$ cat src/rtl/clk_div_pkg.sv
// ============================================================================
// Module   : clk_div_pkg
// Brief    : Shared state encoding and default widths for clk_div_ctrl.
// Revision : 1.0
// ============================================================================
`default_nettype none

package clk_div_pkg;

    localparam int CNT_W_DEF = 16;

    localparam logic [1:0] ST_OFF   = 2'd0;
    localparam logic [1:0] ST_RUN   = 2'd1;
    localparam logic [1:0] ST_DRAIN = 2'd2;

    typedef enum logic [1:0] {
        S_OFF   = ST_OFF,
        S_RUN   = ST_RUN,
        S_DRAIN = ST_DRAIN
    } state_t;

endpackage

`default_nettype wire

$ cat src/rtl/clk_div_core.sv
// ============================================================================
// Module   : clk_div_core
// Brief    : Half-period counter, output toggle flop, divisor register and
//            end-of-low-phase detect for the clock divider.
// Revision : 1.0
// ============================================================================
`default_nettype none

module clk_div_core #(
    parameter int CNT_W     = 16,
    parameter int DIV_RESET = 2
) (
    input  logic             clk,
    input  logic             rst_n,
    input  logic             run,
    input  logic             load,
    input  logic [CNT_W-1:0] load_val,
    output logic             clk_out,
    output logic             boundary,
    output logic [CNT_W-1:0] cur_div
);

    localparam logic [CNT_W-1:0] ONE = {{(CNT_W-1){1'b0}}, 1'b1};

    logic [CNT_W-1:0] cnt;
    logic [CNT_W-1:0] div_q;
    logic             out_q;
    logic             at_end;

    assign at_end   = (cnt == (div_q - ONE));
    // Raw end-of-low-phase; the controller qualifies it with the run state.
    assign boundary = !out_q && at_end;
    assign clk_out  = out_q;
    assign cur_div  = div_q;

    always_ff @(posedge clk) begin
        if (!rst_n) begin
            cnt   <= '0;
            out_q <= 1'b0;
            div_q <= CNT_W'(DIV_RESET);
        end else begin
            if (load) begin
                div_q <= load_val;
            end
            if (!run) begin
                cnt   <= '0;
                out_q <= 1'b0;
            end else if (at_end) begin
                cnt   <= '0;
                out_q <= !out_q;
            end else begin
                cnt   <= cnt + ONE;
            end
        end
    end

endmodule

`default_nettype wire

$ cat src/rtl/clk_div_ctrl.sv
// ============================================================================
// Module   : clk_div_ctrl
// Brief    : Glitch-free programmable clock divider: run FSM, divisor
//            handshake and pending register around clk_div_core.
//            Optional macro CLK_DIV_CTRL_TICK_EN enables the tick pulse.
// Revision : 1.0
// ============================================================================
`default_nettype none

module clk_div_ctrl
    import clk_div_pkg::*;
#(
    parameter int CNT_W     = CNT_W_DEF,
    parameter int DIV_RESET = 2
) (
    input  logic             clk,
    input  logic             rst_n,
    input  logic             en,
    input  logic             div_valid,
    output logic             div_ready,
    input  logic [CNT_W-1:0] div_data,
    output logic             clk_out,
    output logic             running,
    output logic [CNT_W-1:0] cur_div,
    output logic             tick
);

    localparam logic [CNT_W-1:0] ONE = {{(CNT_W-1){1'b0}}, 1'b1};

    state_t           state;
    logic             running_q;
    logic             pend_valid;
    logic [CNT_W-1:0] pend_div;

    logic             core_boundary;
    logic             active;
    logic             at_boundary;
    logic             stop_now;
    logic             run;
    logic             load;
    logic             xfer;

    assign active      = (state != S_OFF);
    assign at_boundary = active && core_boundary;
    // Stopping is only allowed at the end of a low phase so clk_out ends low.
    assign stop_now    = (state == S_DRAIN) && !en && at_boundary;
    assign run         = active && !stop_now;
    assign load        = pend_valid && (!active || at_boundary);
    assign xfer        = div_valid && !pend_valid;

    assign div_ready   = !pend_valid;
    assign running     = running_q;

    clk_div_core #(
        .CNT_W     (CNT_W),
        .DIV_RESET (DIV_RESET)
    ) u_core (
        .clk      (clk),
        .rst_n    (rst_n),
        .run      (run),
        .load     (load),
        .load_val (pend_div),
        .clk_out  (clk_out),
        .boundary (core_boundary),
        .cur_div  (cur_div)
    );

    always_ff @(posedge clk) begin
        if (!rst_n) begin
            state      <= S_OFF;
            running_q  <= 1'b0;
            pend_valid <= 1'b0;
            pend_div   <= '0;
        end else begin
            if (load) begin
                pend_valid <= 1'b0;
            end
            // A transfer needs pend_valid low, so it never collides with load;
            // a value accepted on a boundary waits for the next one.
            if (xfer) begin
                pend_valid <= 1'b1;
                pend_div   <= (div_data == '0) ? ONE : div_data;
            end

            case (state)
                S_OFF: begin
                    if (en) begin
                        state     <= S_RUN;
                        running_q <= 1'b1;
                    end
                end
                S_RUN: begin
                    if (!en) begin
                        state <= S_DRAIN;
                    end
                end
                S_DRAIN: begin
                    if (en) begin
                        state <= S_RUN;
                    end else if (at_boundary) begin
                        state     <= S_OFF;
                        running_q <= 1'b0;
                    end
                end
                default: begin
                    state     <= S_OFF;
                    running_q <= 1'b0;
                end
            endcase
        end
    end

`ifdef CLK_DIV_CTRL_TICK_EN
    logic tick_q;

    // A rise happens exactly when the core toggles out of a low phase.
    always_ff @(posedge clk) begin
        if (!rst_n) begin
            tick_q <= 1'b0;
        end else begin
            tick_q <= run && core_boundary;
        end
    end

    assign tick = tick_q;
`else
    assign tick = 1'b0;
`endif

endmodule

`default_nettype wire

$ cat config.mk
export PLATFORM = sky130hd
export DESIGN_NAME = clk_div_ctrl
export DESIGN_NICKNAME = d
export VERILOG_FILES = /design/src/rtl/clk_div_pkg.sv /design/src/rtl/clk_div_core.sv /design/src/rtl/clk_div_ctrl.sv
export SDC_FILE = /design/constraint.sdc
export NUM_CORES = 1
export LEC_CHECK = 0
export ABC_AREA = 1
export BUFFER_PORTS_ARGS = -buffer_cell sky130_fd_sc_hd__buf_2
export CORE_MARGIN = 5
export CORE_UTILIZATION = 35
export CTS_CLUSTER_SIZE = 30
export DETAILED_ROUTE_END_ITERATION = 6
export SLEW_MARGIN = 15
export SYNTH_ARGS = -nofsm -noshare
export SYNTH_HDL_FRONTEND = slang
export SYNTH_SLANG_ARGS = --single-unit
$ cat constraint.sdc
create_clock -name clk -period 2.63 [get_ports clk]
set_input_delay 0.263 -clock clk [delete_from_list [all_inputs] [get_ports clk]]
set_output_delay 0.263 -clock clk [all_outputs]
set_load 0.01 [all_outputs]
# [Word-level counts from Yosys, hierarchy flattened]
# Cells that the tools add are included.
[classes] n_addsub=2 n_eq_ne=8 n_mux=12 n_bitwise=3 n_reduce_logical=21
[op_table] op="adder 16 x 1 -> 16 bit, second input constant" n=1
[op_table] op="== test 16 bit" n=1
[op_table] op="logical NOT 16 bit" n=1
[op_table] op="2-to-1 mux 16 bit" n=1
[op_table] op="subtractor 16 x 1 -> 16 bit, second input constant" n=1
[op_table] op="2-to-1 mux 2 bit" n=4
[op_table] op="inequality test 2 bit, second input constant" n=4
[op_table] op="logical AND 1 bit" n=7
[op_table] op="one-hot mux 2 bit (3 select lines)" n=1
[op_table] op="logical NOT 1 bit" n=5
[op_table] op="2-to-1 mux 1 bit" n=5
[op_table] op="AND reduction 4 bit" n=1
[op_table] op="nonzero test 2 bit" n=2
[op_table] op="inequality test 3 bit, second input constant" n=1
[op_table] op="inverter 1 bit" n=3
[op_table] op="one-hot mux 1 bit (3 select lines)" n=1
[op_table] op="AND reduction 3 bit" n=1
[op_table] op="OR reduction 3 bit" n=1
[op_table] op="== test 2 x 1 -> 1 bit, second input constant" n=1
[op_table] op="== test 2 bit, second input constant" n=1
[op_table] op="logical NOT 2 bit" n=1
[op_table] op="AND reduction 2 bit" n=1
[op_table] op="logical OR 1 bit" n=1
[word_totals] reg_bits=53 in_bits=20 output_inout_bits=20 elab_cells=53

# [Longest topological paths before layout]
[logic_depth] depth_word=9 mapped_depth=17 mapped_depth_nobuf=16

# [Cells and area by module]
# A second synthesis with hierarchy kept.
[hier_totals] hier_cells=441 hier_area_um2=2996.6
[modules_own_cells] module="clk_div_core" n_inst=1 cells_per_inst=325 area_each_um2=2098.3 seq_area_each_um2=660.6
[modules_own_cells] module="clk_div_ctrl" n_inst=1 cells_per_inst=116 area_each_um2=898.4 seq_area_each_um2=400.4

# [Worst setup path before layout]
# Ideal clock, no wire load.
[synth_timing] kind="flip-flop to flip-flop" start="reg u_core.div_q[0] (netlist: u_core.cur_div[0])" end="reg u_core.div_q[7] (netlist: u_core.cur_div[7])" setup_time_ns=0.113 t_arrival_ns=1.965 t_required_ns=2.517 setup_slack_ns=0.552 path_stages_with_launch=14 n_path_buf=1 period_less_slack_ns=2.078 cell_sequence="dfxtp_1 > inv_1 > ha_1 > xnor2_1 > xnor2_1 > nor2_1 > nand3_1 > nor2_4 > nand3_4 > nand2_4 > buf_2 > nand3b_1 > nand2_1 > nor2_1"
[synth_between] elab_chain_cells=6
[synth_lines] element="from (decl)" line="clk_div_core.sv:26" rtl="logic [CNT_W-1:0] div_q;"
[synth_lines] element="from (signal assigned)" line="clk_div_core.sv:40" rtl="div_q <= CNT_W'(DIV_RESET);"
[synth_lines] element="from (signal assigned)" line="clk_div_core.sv:43" rtl="div_q <= load_val;"
[synth_lines] element="subtractor 16 x 1 -> 16 bit" line="clk_div_core.sv:30" rtl="assign at_end = (cnt == (div_q - ONE));"
[synth_lines] element="== test 16 bit" line="clk_div_core.sv:30"
[synth_lines] element="logical AND 1 bit" line="clk_div_core.sv:32" rtl="assign boundary = !out_q && at_end;"
[synth_lines] element="logical AND 1 bit" line="clk_div_ctrl.sv:44" rtl="assign at_boundary = active && core_boundary;"
[synth_lines] element="logical OR 1 bit" line="clk_div_ctrl.sv:48" rtl="assign load = pend_valid && (!active || at_boundary);"
[synth_lines] element="logical AND 1 bit" line="clk_div_ctrl.sv:48"
# Every way passes these cells.
# A chain may end at the register's enable or synchronous reset.

# [Final worst setup path]
[layout_timing] start="reg u_core.div_q[0] (netlist: u_core.cur_div[0])" end="reg u_core.div_q[9] (netlist: u_core.cur_div[9])"
# The elaborated chain is that of the path after synthesis.

==> impl_metrics.csv <==
group,metric,value,unit
global_routing,antenna_found_initial,0,
placement,dp_cells,550,
synthesis,synth_edf_count,0,
placement,gp_congestion,0.8452,
synthesis,syn-num-nets,438,
sta,timing.setup.tns,0,ns
global_routing,grt_pass1_vias,2532,
placement,hpwlAfterDp,5.152,mm
synthesis,yosysMostFrequentCell,"nand2_1",
synthesis,synth-simple-area-share,41.31,%
clock_tree,clock-sinks,53,
die,io_pins,40,
routing,drt_pass1_iterations,4,
synthesis,synth_common_cells,"nand2_1, nor2_1, dfxtp_1",
routing,via_per_inst,4.697,
routing,wirelength,6.491,mm
outcome,status,"finished clean",
sta,skew,0.004449,ns
finish,ff_latch_area,1061,um^2
die,core_region_area,8134,um^2
pwr,peakVddDrop,0.0002619,V
global_routing,overflow,0,
finish,antennaDiodeCount,0,
sta,rsz0062_at_grt,"no",
finish,nets,474,
sta,hold_viol,0,
placement,portBuffers,38,
synthesis,synth_top_cell_by_area,"dfxtp_1",
finish,fillCellCount,840,
synthesis,synth_warnings,0,
global_routing,grt_pass1_wl,11.15,mm
run,max-cap-violations,0,
finish,instances_no_fill,558,
setup_path,critPathKind,"register to register",
clock_tree,clk_pin_slew,0.10,ns
global_routing,grt_start_max_net_pins,21,
synthesis,synth_cell_types,36,
setup_path,cp-end-kind,"register",
routing,route.antenna.remaining_nets,0,
setup_path,arrival,2.57,ns
sta,finalCriticalPeriod,2.329,ns
clock_tree,cts_hold_buffers,0,
pwr,p_total,1.934,mW
clock_tree,cts_tree,"done",
die,floorplan.initialDensity,35.67,%
die,die_area,10210,um^2
finish,multi_input_area,1615,um^2
synthesis,synthMuxAreaShare,0,%
sta,finalCritPeriodShare,88.57,%
sta,max_freq,429.3,MHz
placement,dpl_cell_area,3176,um^2
setup_path,crit_fanout,17,
setup_path,critPathLaunchType,"register",
finish,syn2layout_area_growth,14.06,%
synthesis,synth_top_area_share,36.57,%
clock_tree,postCtsSetupBuffers,0,
routing,route.vias.total,2621,
synthesis,netlist_instances,416,
synthesis,ys_seq_area_share,36.57,%
global_routing,grt_usage,13.35,%
synthesis,synth_area,2902,um^2
sta,max_slew_margin,58.65,%
clock_tree,htreeDepth,2,
die,rows,33,
pwr,leakage,1.429,nW
sta,finalSetupViolations,0,
synthesis,yosys-top-cells-area,"dfxtp_1, nand2_1, nor2_1, xor2_1, nand3_1",
synthesis,synth-async-reset-ratio,0,%
routing,drt_iter0_drc,63,
clock_tree,clock_latency,0.30,ns
clock_tree,numCtsBuffers,5,
setup_path,regToRegSetupSlack,0.30,ns
die,fp.dieH,101.1,um
routing,wl_per_cell,11.63,um
worst_hold_path,hold_path_class,"input port to register",
synthesis,synth_top_family_by_area,"simple AND/OR/NAND/NOR gates",
synthesis,synthXorXnorAreaFrac,6.943,%
synthesis,ys.flop_type,"dfxtp_1",
pwr,cellPowerDensity,584.4,nW/um^2
finish,postLayoutCellArea,3309,um^2
clock_tree,clockBufferDepth,2,
sta,drv_slew,0,
setup_path,crit_required,2.87,ns
sta,tightest_slew,0.6196,ns
routing,drc,0,
clock_tree,cts_root_buf,"clkbuf_8",
synthesis,avgSynthCellArea,6.975,um^2
synthesis,synth_compound_area_share,6.425,%
clock_tree,cts_resized,0,
synthesis,synth_fa_ha_area_share,0.8624,%
die,die_w,101.1,um
sta,worst_hold_slack,0.2100,ns
synthesis,ys_seq_elements,53,
finish,drive_above_1_share,17.00,%
[per-layer routing]
layer  GRT usage (%)  routed length (um)  vias up
met1           16.94                3114     1179
met2           22.84                2984       43
met3           2.768                 311        7
met4           3.681                  80        0
li1                -                   -     1392
met5               0                   0        -
[power breakdown]
| part | switching [mW] | internal, mW |
|---|---|---|
| registers | 0.0526 | 0.844 |
| clock network | 0.268 | 0.378 |
| logic | 0.241 | 0.150 |
| total | 0.562 | 1.37 |
[cells in the final DEF, fill, tap and decap left out, drive strengths merged]
master and n:
nand2 110, nand3 29, o21bai 3, o21ai 6, or3 1, conb 1, nor2 75, o211ai 1
a21oi 22, or2 5, buf 42, clkinv 2, nand3b 14, xnor2 5, a211oi 1, nand4 7
dfxtp 53, bufinv 2, nor3 7, ha 2, inv 37, clkbuf 5, nor4 4, xor2 18
a221oi 1
[state kept, by name, summed over array words and instances (netlist names)]
name	count
running	1
state	2
u_core.cnt	16
pend_div	16
u_core.cur_div	16
pend_valid	1
u_core.clk_out	1
[worst max-delay path, cell delays in order, from the launching register on]
cell and delay [ns]:
dfxtp_1 0.37, inv_1 0.10, ha_1 0.31, nand2_2 0.12
nor2_2 0.17, nand2_1 0.09, xor2_1 0.15, nand3_1 0.14
nor2_4 0.17, nand3_4 0.11, nand2_4 0.16, nand2_4 0.08
inv_6 0.12, nor2_1 0.06, nor2_1 0.11
[path summary, 6_finish.rpt]
path                                        start  cells past startpoint           endpoint
worst max-delay path            u_core.cur_div[0]                     14  u_core.cur_div[9]
worst min-delay path                  div_data[8]                      3        pend_div[8]
worst max register to register  u_core.cur_div[0]                     14  u_core.cur_div[9]
worst min register to register            running                      2            running
[stage by stage]
step / util [%] / setup slack, ns
after CTS: 40.69 / 0.2748
after global routing: 40.69 / 0.01454
after detailed placement: 39.04 / 0.3159
final: 40.69 / 0.3006
after floorplan: - / 0.5523
after global placement: 39.04 / 0.4048
[final cells by class]
class / instances / share of cell area (%)
Tap cell: 105 / 3.970
Inverter: 38 / 4.461
Sequential cell: 53 / 32.06
Clock buffer: 5 / 2.079
Multi-Input combinational cell: 312 / 48.81
Clock inverter: 3 / 1.966
Timing Repair Buffer: 42 / 6.654
[logic make-up after synthesis]
kind of cell             after synthesis
flip-flops                            53
buffers and inverters                 51
XOR/XNOR                              23
AO/OA/AOI/OAI                         34
adder cells (fa/ha/maj)                2
AND/OR/NAND/NOR                      252
other                                  1
No activity file was read; power rests on OpenSTA's default activity.
